### src/rtl/alu_operand_deser.sv
// ---------------------------------------------------------------------------
// alu_operand_deser
//
// Serial front end for the shift-register ALU. It collects a start-framed,
// even-parity bit stream and rebuilds the opcode and the A/B operands. The
// result is held in a one-entry slot with a valid/ready handshake.
//
// Frame on the wire, in order:
//   start(1) | op MSB-first | A MSB-first | B MSB-first | parity
// The parity bit makes the total count of ones across data + parity even.
//
// Ports
//   clk        rising-edge clock
//   rst_n      asynchronous active-low reset, clears all state
//   en         global enable; 0 freezes receive state (handshake still runs)
//   sin        serial data bit
//   sin_valid  sin carries a bit this cycle
//   out_ready  consumer accepts the held operands
//   op, A, B   assembled opcode / operands (registered)
//   out_valid  slot holds an unconsumed frame
//   par_err    one-cycle pulse: parity failure, frame dropped
//   overrun    one-cycle pulse: good frame dropped because the slot was full
// ---------------------------------------------------------------------------
module alu_operand_deser #(
    parameter int OPW = 2,
    parameter int DW  = 3
) (
    input  logic           clk,
    input  logic           rst_n,
    input  logic           en,
    input  logic           sin,
    input  logic           sin_valid,
    input  logic           out_ready,
    output logic [OPW-1:0] op,
    output logic [DW-1:0]  A,
    output logic [DW-1:0]  B,
    output logic           out_valid,
    output logic           par_err,
    output logic           overrun
);

    localparam int N  = OPW + 2 * DW;
    localparam int CW = (N > 1) ? $clog2(N) : 1;
    localparam logic [CW-1:0] CNT_LAST = CW'(N - 1);

    typedef enum logic [1:0] {
        IDLE = 2'd0,
        DATA = 2'd1,
        PAR  = 2'd2
    } state_t;

    state_t          state_reg;
    logic [CW-1:0]   cnt_reg;
    logic [N-1:0]    shift_reg;
    logic            par_acc_reg;
    logic [OPW-1:0]  op_reg;
    logic [DW-1:0]   a_reg;
    logic [DW-1:0]   b_reg;
    logic            out_valid_reg;
    logic            par_err_reg;
    logic            overrun_reg;

    logic            bit_accept;
    logic            slot_free;
    logic            par_ok;

    assign bit_accept = en & sin_valid;
    // A consumer draining the slot on the same edge frees it for a new frame.
    assign slot_free  = ~out_valid_reg | out_ready;
    // Even parity: the received parity bit must equal XOR of the data bits.
    assign par_ok     = (sin == par_acc_reg);

    always_ff @(posedge clk or negedge rst_n) begin
        if (!rst_n) begin
            state_reg     <= IDLE;
            cnt_reg       <= '0;
            shift_reg     <= '0;
            par_acc_reg   <= 1'b0;
            op_reg        <= '0;
            a_reg         <= '0;
            b_reg         <= '0;
            out_valid_reg <= 1'b0;
            par_err_reg   <= 1'b0;
            overrun_reg   <= 1'b0;
        end else begin
            // Pulses last exactly one cycle unless re-asserted below.
            par_err_reg <= 1'b0;
            overrun_reg <= 1'b0;

            // Handshake runs regardless of en; a reload below overrides it.
            if (out_valid_reg && out_ready) begin
                out_valid_reg <= 1'b0;
            end

            if (bit_accept) begin
                case (state_reg)
                    IDLE: begin
                        // Zeros between frames are line idle and are ignored.
                        if (sin) begin
                            state_reg   <= DATA;
                            cnt_reg     <= '0;
                            par_acc_reg <= 1'b0;
                        end
                    end
                    DATA: begin
                        shift_reg   <= {shift_reg[N-2:0], sin};
                        par_acc_reg <= par_acc_reg ^ sin;
                        if (cnt_reg == CNT_LAST) begin
                            cnt_reg   <= '0;
                            state_reg <= PAR;
                        end else begin
                            cnt_reg <= cnt_reg + 1'b1;
                        end
                    end
                    PAR: begin
                        state_reg <= IDLE;
                        // Parity failure wins over overrun: a bad frame never
                        // counts as a lost good frame.
                        if (!par_ok) begin
                            par_err_reg <= 1'b1;
                        end else if (slot_free) begin
                            op_reg        <= shift_reg[N-1 -: OPW];
                            a_reg         <= shift_reg[2*DW-1 -: DW];
                            b_reg         <= shift_reg[DW-1:0];
                            out_valid_reg <= 1'b1;
                        end else begin
                            overrun_reg <= 1'b1;
                        end
                    end
                    default: begin
                        state_reg <= IDLE;
                    end
                endcase
            end
        end
    end

    assign op        = op_reg;
    assign A         = a_reg;
    assign B         = b_reg;
    assign out_valid = out_valid_reg;
    assign par_err   = par_err_reg;
    assign overrun   = overrun_reg;

endmodule

### config.mk
export PLATFORM = sky130hd
export DESIGN_NAME = alu_operand_deser
export DESIGN_NICKNAME = d
export VERILOG_FILES = /design/src/rtl/alu_operand_deser.sv
export SDC_FILE = /design/constraint.sdc
export NUM_CORES = 1
export LEC_CHECK = 0
export BUFFER_PORTS_ARGS = -buffer_cell sky130_fd_sc_hd__buf_2
export CORE_AREA = 2 2 58 60
export CTS_BUF_LIST = sky130_fd_sc_hd__clkbuf_2 sky130_fd_sc_hd__clkbuf_4 sky130_fd_sc_hd__clkbuf_8
export CTS_CLUSTER_SIZE = 20
export DETAILED_ROUTE_END_ITERATION = 7
export DIE_AREA = 0 0 60 62
export SLEW_MARGIN = 25
export SYNTH_ARGS = -nofsm -noshare
export SYNTH_HDL_FRONTEND = slang
export SYNTH_SLANG_ARGS = --single-unit
### constraint.sdc
create_clock -name clk -period 1.3 [get_ports clk]
set_input_delay 0.26 -clock clk [delete_from_list [all_inputs] [get_ports clk]]
set_output_delay 0.26 -clock clk [all_outputs]
set_load 0.01 [all_outputs]
# Yosys cells after proc, flatten, opt, wreduce, memory -nomap -nowiden
# Index checks and enable logic that the tools add are counted.
[word_totals]
register_bits = 25
latchBits = 0
ramBits = 0
mem_bits_ro = 0
output_inout_bits = 11
n_memories = 0
[op_classes]
addsub = 1
multipliers = 0
div_mod_pow = 0
order_cmp = 0
eq_ne = 6
n_shift = 0
mux = 20
bitwise = 4
reduce_logical = 7
[op_table]
columns = ["operator", "count"]
rows = [
  ["two-way mux 1 bit", 13],
  ["two-way mux 3 bit", 2],
  ["one-hot mux 3 bit (2 select lines)", 1],
  ["AND reduction 3 bit", 2],
  ["two-way mux 2 bit", 2],
  ["!= test 2 bit (second input constant)", 2],
  ["one-hot mux 2 bit (2 select lines)", 1],
  ["AND reduction 4 bit", 1],
  ["adder 3 x 1 -> 3 bit (second input constant)", 1],
  ["equality test 3 bit (second input constant)", 1],
  ["equality test 2 x 1 -> 1 bit (second input constant)", 1],
  ["equality test 2 bit (second input constant)", 1],
  ["zero test 2 bit", 1],
  ["one-hot mux 1 bit (2 select lines)", 1],
  ["AND reduction 2 bit", 1],
  ["nonzero test 2 bit", 1],
  ["AND 1 bit", 1],
  ["equality test 1 bit", 1],
  ["logical AND 1 bit", 1],
  ["NOT 1 bit", 1],
  ["bitwise OR 1 bit", 1],
  ["XOR 1 bit", 1],
]

# Depth between registers and ports, before layout
# Gate-level depths: netlist of the first run.
[logic_depth]
word_depth = 6
ltp_mapped = 5
depth_no_buf = 5

# Worst setup path after synthesis of the first run
# No wires, ideal clock.
[synth_path]
path_type = "register -> register"
from = "register state_reg[0]"
to = "register a_reg[0], in the netlist A[0]"
setup_ns = 0.125
t_arrival_ns = 1.278
required_ns = 1.175
path_slack_ns = -0.103
stages_incl_launch_ff = 6
cell_sequence = "dfrtp_1 > buf_2 > nor2b_1 > and4b_1 > buf_6 > mux2_4"
[synth_via]
elab_chain_cells = 2
[synth_lines]
columns = ["item", "line_no", "text"]
rows = [
  ["start: declaration", "52", "state_t state_reg;"],
  ["start signal: assignment", "75", "state_reg <= IDLE;"],
  ["start signal: assignment", "100", "state_reg <= DATA;"],
  ["start signal: assignment", "110", "state_reg <= PAR;"],
  ["equality test 2 bit", "96", "case (state_reg)"],
  ["AND reduction 4 bit (no line)", "n/a", ""],
  ["end signal: assignment", "123", "a_reg <= shift_reg[2*DW-1 -: DW];"],
  ["end: declaration", "57", "logic [DW-1:0] a_reg;"],
]
# No other way between the ends.
# A chain may end at the register's enable or synchronous reset.

# Worst setup path in the final report of the first run
[layout_path]
from = "register par_acc_reg"
to = "register a_reg[2], in the netlist A[2]"
[layout_via]
elab_chain_cells = 2
[layout_lines]
columns = ["item", "line_no", "text"]
rows = [
  ["start: declaration", "55", "logic par_acc_reg;"],
  ["start signal: assignment", "107", "par_acc_reg <= par_acc_reg ^ sin;"],
  ["equality test 1 bit", "71", "assign par_ok = (sin == par_acc_reg);"],
  ["AND reduction 4 bit (no line)", "n/a", ""],
]
# No other way between the ends.

==> results of run 1 <==
power groups by stage:
stage,clock (W),combinational [W],sequential (W)
after floorplan,0,0.000307,0.00108
after detailed placement,0,0.000459,0.00112
after global routing,0.000402,0.000553,0.00113
after global placement,0,0.000438,0.00111
final,0.000358,0.000502,0.00110
after CTS,0.000375,0.000478,0.00110
layout by cell type (no fill, tap or decap), drive strengths merged:
| master | count |
|---|---|
| xnor2 | 1 |
| and3b | 1 |
| inv | 1 |
| ha | 2 |
| dfrtp | 25 |
| nand2b | 1 |
| nand2 | 5 |
| o21ai | 3 |
| a32o | 1 |
| mux2 | 17 |
| a22o | 1 |
| nand4b | 1 |
| nand4 | 2 |
| dlygate4sd3 | 1 |
| a21oi | 1 |
| nor2b | 1 |
| a21o | 1 |
| nor3b | 2 |
| buf | 29 |
| and4b | 2 |
| clkbuf | 3 |
| nor2 | 2 |
| clkinvlp | 1 |
kinds of logic after synthesis:
| group | share of synthesized area, % |
|---|---|
| compound gates | 4.37 |
| xor+xnor | 0.828 |
| fa+ha+maj | 2.36 |
| buf+inv | 1.89 |
| flops | 59.1 |
| mux | 20.9 |
| simple gates | 10.5 |
critical path: stages, from the launching register on:
cell	delay, ns
dfrtp_1	0.44
xnor2_2	0.16
and4b_1	0.27
buf_12	0.15
mux2_4	0.30
what timing repair did:
action                                 CTS  global route
hold buffers                             1             0
setup endpoints to repair                9            20
pin swaps                                1             0
endpoints found under the hold margin   25             0
gates resized for setup                  2             5
gates cloned                             0             0
setup buffers                            1             0
worst min path at each step:
stage / slack (ns) / endpoint / startpoint
2_1_floorplan: -0.04 / A[0] / rst_n
3_3_place_gp: 0.27 / op[0] / rst_n
3_5_place_dp: 0.28 / op[1] / rst_n
4_1_cts: 0.21 / out_valid / sin_valid
5_1_grt: 0.23 / overrun / out_ready
6_report: 0.21 / overrun / out_ready
per-stage QoR:
stage | hold WS [ns] | worst slack [ns] | setup TNS (ns) | std cells | util [%]
2_1_floorplan | -0.0356 | -0.0413 | -0.330 | 72 | -
3_3_place_gp | 0.269 | -0.0733 | -0.583 | 144 | 40.8
3_5_place_dp | 0.285 | -0.102 | -0.774 | 144 | 40.8
4_1_cts | 0.211 | -0.106 | -0.806 | 150 | 42.4
5_1_grt | 0.225 | -0.169 | -1.31 | 150 | 43.2
6_report | 0.214 | -0.114 | -0.874 | 150 | 43.2
layout make-up:
type | instances | area (um^2)
Inverter | 1 | 3.75
Timing Repair Buffer | 30 | 204
Clock inverter | 1 | 7.51
Multi-Input combinational cell | 44 | 452
Tap cell | 46 | 57.6
Sequential cell | 25 | 626
Fill cell | 301 | 1810
Clock buffer | 3 | 22.5
routing by layer:
metal / GRT usage (%) / wire [um] / vias to the layer above
met5: 0 / 0 / -
met4: 1.90 / 0 / 0
met3: 3.73 / 74 / 0
met2: 19.1 / 921 / 13
met1: 14.0 / 808 / 352
li1: - / - / 325
==> summary.txt, run 1 <==
======================================================================================================
Status .................................................................................. finished, violations left
Violations in the final reports ......................................................... setup timing
Biggest fanout along the worst timing path ..............................................            8
Distinct cell type count after synthesis ................................................           23
TritonCTS Buffers .......................................................................            3
Worst R2R Start .........................................................................  par_acc_reg
Power share of the sequential group .....................................................        56.1%
Count of synthesis-stage warnings from yosys ............................................            0
CTS H-tree lvls .........................................................................            1
Initial Utilization .....................................................................        33.3%
Worst Path Arrival ......................................................................      1.64 ns
Overall via count from detail_route .....................................................          690
Post-route worst setup slack ............................................................    -0.114 ns
Largest voltage drop on the vdd net .....................................................       697 uV
Wire length of the first global-routing pass ............................................      3040 um
Clock group share of total power ........................................................        18.3%
Cell depth of the worst min-delay path ..................................................            3
Number of global-route vias before repair ...............................................          682
Overflow after GRT ......................................................................            0
Mapped cell area ........................................................................    1060 um^2
Routed length per instance ..............................................................      12.0 um
Post-DP Area ............................................................................    1300 um^2
Flop-to-flop setup slack ................................................................     -0.11 ns
Clock Root Buffer .......................................................................     clkbuf_4
Later-pin clock latency in the skew report ..............................................      0.32 ns
Number of nets produced by synthesis ....................................................           80
Number of standard cells after synthesis ................................................           72
Async S/R FF share, synth ...............................................................         100%
Maximum clock frequency .................................................................      707 MHz
Critical Path Start .....................................................................  par_acc_reg
Clock transition at the register clock pins on the worst setup and hold paths after CTS .      0.14 ns
Tightest Hold Check Type ................................................................       in2reg
Worst setup path endpoint ...............................................................         A[2]
Sequential area share after synthesis ...................................................        59.1%
Total power consumption of the routed design ............................................    0.00196 W
Cell count of the worst reg-to-reg path .................................................            4
Pin count of the biggest net entering global routing ....................................           26
Required time of the critical path ......................................................      1.52 ns
Max-Slew Margin vs Limit ................................................................        63.1%
Worst-margin pin slew ...................................................................     0.554 ns
Critical register-to-register path endpoint .............................................         A[2]
Top post-synthesis cells by count ....................................................... dfrtp_1 (25), mux2_2 (9), mux2_4 (8)
First-pass iteration count of the detailed router .......................................            2
Combinational share of power ............................................................        25.7%
Primary FF master, synth ................................................................      dfrtp_1
Tot GR Track Use ........................................................................        11.1%
Setup skew after layout .................................................................   0.00272 ns
Static leakage ..........................................................................     0.688 nW
Period utilisation layout ...............................................................         109%
Growth of design area from synthesis to finish ..........................................        29.7%
Area of all placed cells without fillers ................................................    1370 um^2
CTS tree ................................................................................          yes
Max-capacitance violation count .........................................................            0
Count of antenna-violating nets left after detailed routing .............................            0
Net switching component of the power ....................................................   0.000558 W
Final setup violating endpoints .........................................................            8
Die outline height ......................................................................        62 um
Final min period ........................................................................      1.41 ns
Most common cell in the synthesized netlist .............................................      dfrtp_1
Final hold violations ...................................................................            0
Seq cells post-synth ....................................................................           25
Post-DP HPWL ............................................................................      1350 um
NumNets Final ...........................................................................          113
Startpoint kind of the worst setup timing path ..........................................         flop
Setup repair after global routing missed its margin .....................................         true
Die outline width .......................................................................        60 um
Fraction of power spent switching nets ..................................................        28.5%
Cell internal pwr .......................................................................    0.00140 W
Mean cell area of the mapped netlist ....................................................    14.7 um^2
Iteration-0 DRC Markers .................................................................            8
Port bufs ...............................................................................           16
Kind of capture point of the worst setup path ...........................................         flop
Fraction of post-synthesis cell area in the top cell type by area .......................        59.1%
Fraction of layout cells with a size suffix above 1 .....................................        53.8%
Residual DRC count ......................................................................            0
Die area ................................................................................    3720 um^2
Placeable core area .....................................................................    3180 um^2
Flip-flop count of the largest register, all copies and words added .....................            8
Final routed wirelength across all metal layers .........................................      1810 um
Biggest area consumer among synthesized cells ...........................................      dfrtp_1
Final antenna diode count ...............................................................            0
Number of antenna violations at the first check in global routing .......................            0
Number of slew-limit violations in the final report .....................................            0
Worst setup path class ..................................................................      reg2reg
Weighted congestion at the end of routability-driven global placement ...................        0.799
EDFF count, synth .......................................................................            0
Sinks on the clock net ..................................................................           25
Number of vias per cell .................................................................         4.60
Clock buffer depth ......................................................................            2
Biggest area contributors in the synthesized netlist .................................... dfrtp_1 (59%), mux2_4 (11%), mux2_2 (9.6%), ha_1 (2.4%), nand2_1 (1.8%)
Areal power density over the cells ...................................................... 1420 nW/um^2
Top-Level Pins ..........................................................................           17
Number of rows created at floorplan .....................................................           21
======================================================================================================
No activity file was read; power rests on OpenSTA's default activity.
==> run 2: changes to the inputs <==
--- a/config.mk
+++ b/config.mk
@@ -8,6 +8,7 @@
 export BUFFER_PORTS_ARGS = -buffer_cell sky130_fd_sc_hd__buf_2
 export CORE_AREA = 2 2 58 60
 export CTS_BUF_LIST = sky130_fd_sc_hd__clkbuf_2 sky130_fd_sc_hd__clkbuf_4 sky130_fd_sc_hd__clkbuf_8
+export CTS_CLUSTER_DIAMETER = 40
 export CTS_CLUSTER_SIZE = 20
 export DETAILED_ROUTE_END_ITERATION = 7
 export DIE_AREA = 0 0 60 62
==> constraint.sdc (replaced) <==
create_clock -name clk -period 1.3 [get_ports clk]
set_input_delay 0.195 -clock clk [delete_from_list [all_inputs] [get_ports clk]]
set_output_delay 0.195 -clock clk [all_outputs]
set_load 0.01 [all_outputs]
==> summary.txt, run 2 (synthesis results as in run 1) <==
======================================================================================================
Final min period ........................................................................      1.38 ns   -0.0367 ns
Die area ................................................................................    3720 um^2   unchanged
Biggest fanout along the worst timing path ..............................................            8   unchanged
Count of antenna-violating nets left after detailed routing .............................            0   unchanged
Fillcell total ..........................................................................          314   +4.3%
Worst setup path class ..................................................................      reg2reg
Flip-flop count of the largest register, all copies and words added .....................            8   unchanged
Final antenna diode count ...............................................................            0   unchanged
Pin count of the biggest net entering global routing ....................................           26   unchanged
Iteration-0 DRC Markers .................................................................            2   -6
Worst setup path endpoint ...............................................................         B[1]
Areal power density over the cells ...................................................... 1420 nW/um^2   -0.22%
Number of slew-limit violations in the final report .....................................            0   unchanged
Total power consumption of the routed design ............................................    0.00194 W   -0.68%
Required time of the critical path ......................................................      1.52 ns   about the same
Final routed wirelength across all metal layers .........................................      1760 um   -2.4%
Die outline height ......................................................................        62 um   unchanged
Clock buffer depth ......................................................................            2   unchanged
Ordered cell list for the critical path ................................................. xnor2_2 -> and4b_1 -> buf_12 -> mux2_4
CTS H-tree lvls .........................................................................            1   unchanged
Initial Utilization .....................................................................        33.3%   unchanged
Flop-to-flop setup slack ................................................................     -0.08 ns   +0.04 ns
FF/Latch Area ...........................................................................     626 um^2   unchanged
Status .................................................................................. finished, violations left
CP peak stage delay .....................................................................      0.43 ns   about the same
Kind of capture point of the worst setup path ...........................................         flop
Commonest non-fill, non-tap cells in the layout ......................................... dfrtp_1 (25), buf_2 (16), mux2_2 (9), buf_4 (9), mux2_4 (8)
Setup skew after layout .................................................................   0.00531 ns   +0.00259 ns
Max-Slew Margin vs Limit ................................................................        63.9%   +0.88 points
Final hold violations ...................................................................            0   unchanged
Multi-input gate area in the final layout ...............................................     449 um^2   -0.55%
Number of global-route vias before repair ...............................................          702   +2.9%
Period utilisation layout ...............................................................         106%   -2.8 points
Cell with the biggest individual delay on the critical path .............................      dfrtp_1
Residual DRC count ......................................................................            0   unchanged
Placeable core area .....................................................................    3180 um^2   unchanged
Instance count after placement with tap cells included ..................................          141   -2.1%
Violations in the final reports ......................................................... setup timing
Max-capacitance violation count .........................................................            0   unchanged
Most common cell after layout, fill and taps aside ......................................      dfrtp_1
Tot GR Track Use ........................................................................        10.8%   -0.32 points
Critical Path Start .....................................................................  par_acc_reg
Critical path depth in cells ............................................................            4   unchanged
Clock Root Buffer .......................................................................     clkbuf_4
CTS tree ................................................................................          yes
Critical register-to-register path endpoint .............................................         B[1]
Top-Level Pins ..........................................................................           17   unchanged
Maximum clock frequency .................................................................      726 MHz   +2.7%
Weighted congestion at the end of routability-driven global placement ...................        0.723   -9.5%
Post-DP HPWL ............................................................................      1250 um   -7.9%
Tightest Hold Check Type ................................................................       in2reg
First-pass iteration count of the detailed router .......................................            3   +1
Non-filler instance count after layout ..................................................          149   -0.67%
Overall via count from detail_route .....................................................          665   -3.6%
Clock transition at the register clock pins on the worst setup and hold paths after CTS .      0.14 ns   about the same
NumNets Final ...........................................................................          112   -0.88%
Worst R2R Start .........................................................................  par_acc_reg
Fraction of layout cells with a size suffix above 1 .....................................        55.3%   +1.5 points
Largest voltage drop on the vdd net .....................................................       786 uV   +13%
Number of rows created at floorplan .....................................................           21   unchanged
Worst Path Arrival ......................................................................      1.60 ns   -0.04 ns
Worst-margin pin slew ...................................................................     0.541 ns   -0.0132 ns
Cell count of the worst reg-to-reg path .................................................            4   unchanged
Worst slack at placement ................................................................   -0.0958 ns   +0.00573 ns
Family of cells with the greatest summed delay on the critical path .....................   flip-flops
Later-pin clock latency in the skew report ..............................................      0.32 ns   about the same
Count of buffer and inverter cells on the critical path .................................            1   unchanged
Total negative slack for setup checks ...................................................    -0.591 ns   +0.282 ns
Routed length per instance ..............................................................      11.8 um   -1.8%
Sinks on the clock net ..................................................................           25   unchanged
Number of antenna violations at the first check in global routing .......................            0   unchanged
Setup repair after global routing missed its margin .....................................         true
Port bufs ...............................................................................           16   unchanged
Number of vias per cell .................................................................         4.46   -3.0%
Growth of design area from synthesis to finish ..........................................        29.1%
TritonCTS Buffers .......................................................................            3   unchanged
Post-route worst setup slack ............................................................   -0.0770 ns   +0.0367 ns
Startpoint kind of the worst setup timing path ..........................................         flop
Overflow after GRT ......................................................................            0   unchanged
Static leakage ..........................................................................     0.681 nW   -0.95%
Die outline width .......................................................................        60 um   unchanged
Wire length of the first global-routing pass ............................................      3060 um   +0.89%
Final setup violating endpoints .........................................................            8   unchanged
======================================================================================================
-- run 2: cell count changes in the layout (fill, tap and decap cells not counted), sizes merged --
cell | before | now
buf | 29 | 28
-- run 2: per-layer routing --
metal  routed length, um  GRT usage (%)  vias to the layer above  share of wire [%]
met5                   0              0                        -                  0
met4                   0          0.952                        0                  0
met3                  69           3.73                        0                3.9
met2                 880           18.2                       13                 50
met1                 811           14.2                      333                 46
li1                    -              -                      319                  -
-- run 2: cell type report --
cell class | instances | area share [%]
clock buffer | 3 | 1.65
clock inverter | 1 | 0.549
inverter | 1 | 0.275
multi-input combinational | 44 | 32.9
sequential | 25 | 45.8
tap | 46 | 4.21
timing repair buffer | 29 | 14.7
-- run 2: timing repair --
item	4_1_cts	5_1_grt
endpoints found under the setup margin	17	20
cloned	0	1
pin swaps	1	0
gates resized for setup	2	9
hold buffers	1	0
buffers inserted	2	0
hold endpoints to repair	25	0
-- run 2: power breakdown --
group          total [W]  switching (W)  internal, W
combinational   0.000501       0.000179     0.000322
clock           0.000348       0.000230     0.000117
sequential       0.00109       0.000129     0.000965
total            0.00194       0.000538      0.00140
-- run 2: worst min path at each step --
stage,from,endpoint,slack [ns],cells past startpoint
after floorplan,rst_n,A[0],-0.10,0
after global placement,rst_n,overrun,0.21,1
after detailed placement,rst_n,overrun,0.21,1
after CTS,out_ready,overrun,0.13,3
after global routing,out_ready,overrun,0.16,3
final,out_ready,overrun,0.15,3
-- run 2: stage by stage --
step / hold WS, ns / util, % / instance area (um^2)
after CTS: 0.135 / 42.0 / 1330
after floorplan: -0.101 / - / 1080
final: 0.146 / 43.0 / 1370
after global routing: 0.162 / 43.0 / 1370
after detailed placement: 0.215 / 40.1 / 1270
after global placement: 0.209 / 40.1 / 1270
-- run 2: worst register-to-register path: cells and delay by family, from the launching register on --
family	cells	cell delay, ns
mux	1	0.30
flops	1	0.43
buf+inv	1	0.15
simple gates	1	0.26
xor+xnor	1	0.15
==> run 3: changes to the inputs <==
--- a/config.mk
+++ b/config.mk
@@ -12,6 +12,7 @@
 export CTS_CLUSTER_SIZE = 20
 export DETAILED_ROUTE_END_ITERATION = 7
 export DIE_AREA = 0 0 60 62
+export RECOVER_POWER = 25
 export SLEW_MARGIN = 25
 export SYNTH_ARGS = -nofsm -noshare
 export SYNTH_HDL_FRONTEND = slang
==> summary.txt, run 3 (synthesis results as in run 1) <==
======================================================================================================
Required time of the critical path ......................................................      1.52 ns   about the same
Weighted congestion at the end of routability-driven global placement ...................        0.723   unchanged
Most common cell after layout, fill and taps aside ......................................      dfrtp_1
Period utilisation layout ...............................................................         106%   unchanged
Residual DRC count ......................................................................            0   unchanged
Areal power density over the cells ...................................................... 1420 nW/um^2   about the same
Number of rows created at floorplan .....................................................           21   unchanged
Overflow after GRT ......................................................................            0   unchanged
First-pass iteration count of the detailed router .......................................            3   unchanged
Final antenna diode count ...............................................................            0   unchanged
Startpoint kind of the worst setup timing path ..........................................         flop
Iteration-0 DRC Markers .................................................................            2   unchanged
Status .................................................................................. finished, violations left
Tot GR Track Use ........................................................................        10.8%   unchanged
Later-pin clock latency in the skew report ..............................................      0.32 ns   about the same
Area of all placed cells without fillers ................................................    1370 um^2   unchanged
Clock transition at the register clock pins on the worst setup and hold paths after CTS .      0.14 ns   about the same
Worst setup path class ..................................................................      reg2reg
CTS H-tree lvls .........................................................................            1   unchanged
Non-filler instance count after layout ..................................................          149   unchanged
Top-Level Pins ..........................................................................           17   unchanged
Max-capacitance violation count .........................................................            0   unchanged
Post-DP HPWL ............................................................................      1250 um   unchanged
Largest voltage drop on the vdd net .....................................................       786 uV   about the same
Static leakage ..........................................................................     0.682 nW   about the same
Total negative slack for setup checks ...................................................    -0.591 ns   unchanged
Number of vias per cell .................................................................         4.46   unchanged
Clock Root Buffer .......................................................................     clkbuf_4
Wire length of the first global-routing pass ............................................      3060 um   unchanged
Tightest Hold Check Type ................................................................       in2reg
Flip-flop count of the largest register, all copies and words added .....................            8   unchanged
Die outline width .......................................................................        60 um   unchanged
Post-DP Area ............................................................................    1270 um^2   unchanged
Setup repair after global routing missed its margin .....................................         true
Violations in the final reports ......................................................... setup timing
Ordered cell list for the critical path ................................................. xnor2_2 -> and4b_1 -> buf_12 -> mux2_4
Final routed wirelength across all metal layers .........................................      1760 um   about the same
Number of global-route vias before repair ...............................................          702   unchanged
NumNets Final ...........................................................................          112   unchanged
CP peak stage delay .....................................................................      0.43 ns   about the same
Final setup violating endpoints .........................................................            8   unchanged
Port bufs ...............................................................................           16   unchanged
Maximum clock frequency .................................................................      726 MHz   unchanged
Post-route worst setup slack ............................................................   -0.0770 ns   unchanged
Clock buffer depth ......................................................................            2   unchanged
Die outline height ......................................................................        62 um   unchanged
Initial Utilization .....................................................................        33.3%   unchanged
Number of slew-limit violations in the final report .....................................            0   unchanged
Kind of capture point of the worst setup path ...........................................         flop
Max-Slew Margin vs Limit ................................................................        59.9%   -4.0 points
TritonCTS Buffers .......................................................................            3   unchanged
Final hold violations ...................................................................            0   unchanged
Fraction of layout cells with a size suffix above 1 .....................................        55.3%   unchanged
Family of cells with the greatest summed delay on the critical path .....................   flip-flops
Die area ................................................................................    3720 um^2   unchanged
Worst-margin pin slew ...................................................................     0.601 ns   +0.0602 ns
Instance count after placement with tap cells included ..................................          141   unchanged
CTS tree ................................................................................          yes
Cell with the biggest individual delay on the critical path .............................      dfrtp_1
Number of antenna violations at the first check in global routing .......................            0   unchanged
Overall via count from detail_route .....................................................          665   unchanged
Util after Layout .......................................................................        43.0%   unchanged
Worst Path Arrival ......................................................................      1.60 ns   about the same
Fillcell total ..........................................................................          314   unchanged
Count of buffer and inverter cells on the critical path .................................            1   unchanged
Placeable core area .....................................................................    3180 um^2   unchanged
Commonest non-fill, non-tap cells in the layout ......................................... dfrtp_1 (25), buf_2 (15), mux2_2 (9), buf_4 (9), mux2_4 (8)
Count of antenna-violating nets left after detailed routing .............................            0   unchanged
Setup skew after layout .................................................................   0.00531 ns   unchanged
Growth of design area from synthesis to finish ..........................................        29.1%   unchanged
Biggest fanout along the worst timing path ..............................................            8   unchanged
Sinks on the clock net ..................................................................           25   unchanged
Routed length per instance ..............................................................      11.8 um   about the same
Pin count of the biggest net entering global routing ....................................           26   unchanged
Final min period ........................................................................      1.38 ns   unchanged
======================================================================================================
-- run 3: power by group --
| group | internal [W] | total (W) | switching (W) |
|---|---|---|---|
| Sequential | 0.000965 | 0.00109 | 0.000129 |
| Combinational | 0.000322 | 0.000501 | 0.000179 |
| Clock | 0.000117 | 0.000348 | 0.000230 |
| Total | 0.00140 | 0.00194 | 0.000538 |
-- run 3: per-stage QoR --
stage | setup WS (ns) | total power [W] | hold WS (ns)
4_1_cts | -0.0926 | 0.00195 | 0.135
3_5_place_dp | -0.0958 | 0.00156 | 0.215
2_1_floorplan | -0.0413 | 0.00139 | -0.101
5_1_grt | -0.123 | 0.00210 | 0.162
6_report | -0.0770 | 0.00194 | 0.146
3_3_place_gp | -0.0898 | 0.00153 | 0.209
-- run 3: cell type report --
cell class	count	area (um^2)	share of cell area (%)
Sequential cell	25	626	45.8
Inverter	1	3.75	0.275
Clock buffer	3	22.5	1.65
Clock inverter	1	7.51	0.549
Tap cell	46	57.6	4.21
Timing Repair Buffer	29	200	14.7
Multi-Input combinational cell	44	449	32.9
-- run 3: worst min-delay path: stages --
cell	delay [ns]
buf_2	0.07
nand2b_1	0.13
nor2_1	0.05
-- run 3: worst paths after layout --
check                            startpoint  slack [ns]  cells past startpoint          to
worst max register to register  par_acc_reg       -0.08                      4        B[1]
worst max-delay path            par_acc_reg       -0.08                      4        B[1]
max in group asynchronous             rst_n        0.51                      2  cnt_reg[1]
worst min register to register   cnt_reg[2]        0.52                      1  cnt_reg[2]
min in group asynchronous             rst_n        0.39                      2       op[1]
worst min-delay path              out_ready        0.15                      3     overrun
-- run 3: layer usage --
layer  wire length (um)  global-route usage [%]  vias up
li1                   -                       -      319
met1                810                    14.2      333
met2                880                    18.2       13
met3                 69                    3.73        0
met4                  0                   0.952        0
met5                  0                       0        -
-- run 3: repair_timing --
action                                  CTS  global route
gates resized for setup                   2             9
gates cloned                              0             1
endpoints found under the setup margin   17            20
setup buffers                             2             0
pin swaps                                 1             0
endpoints found under the hold margin    25             0
hold buffers                              1             0
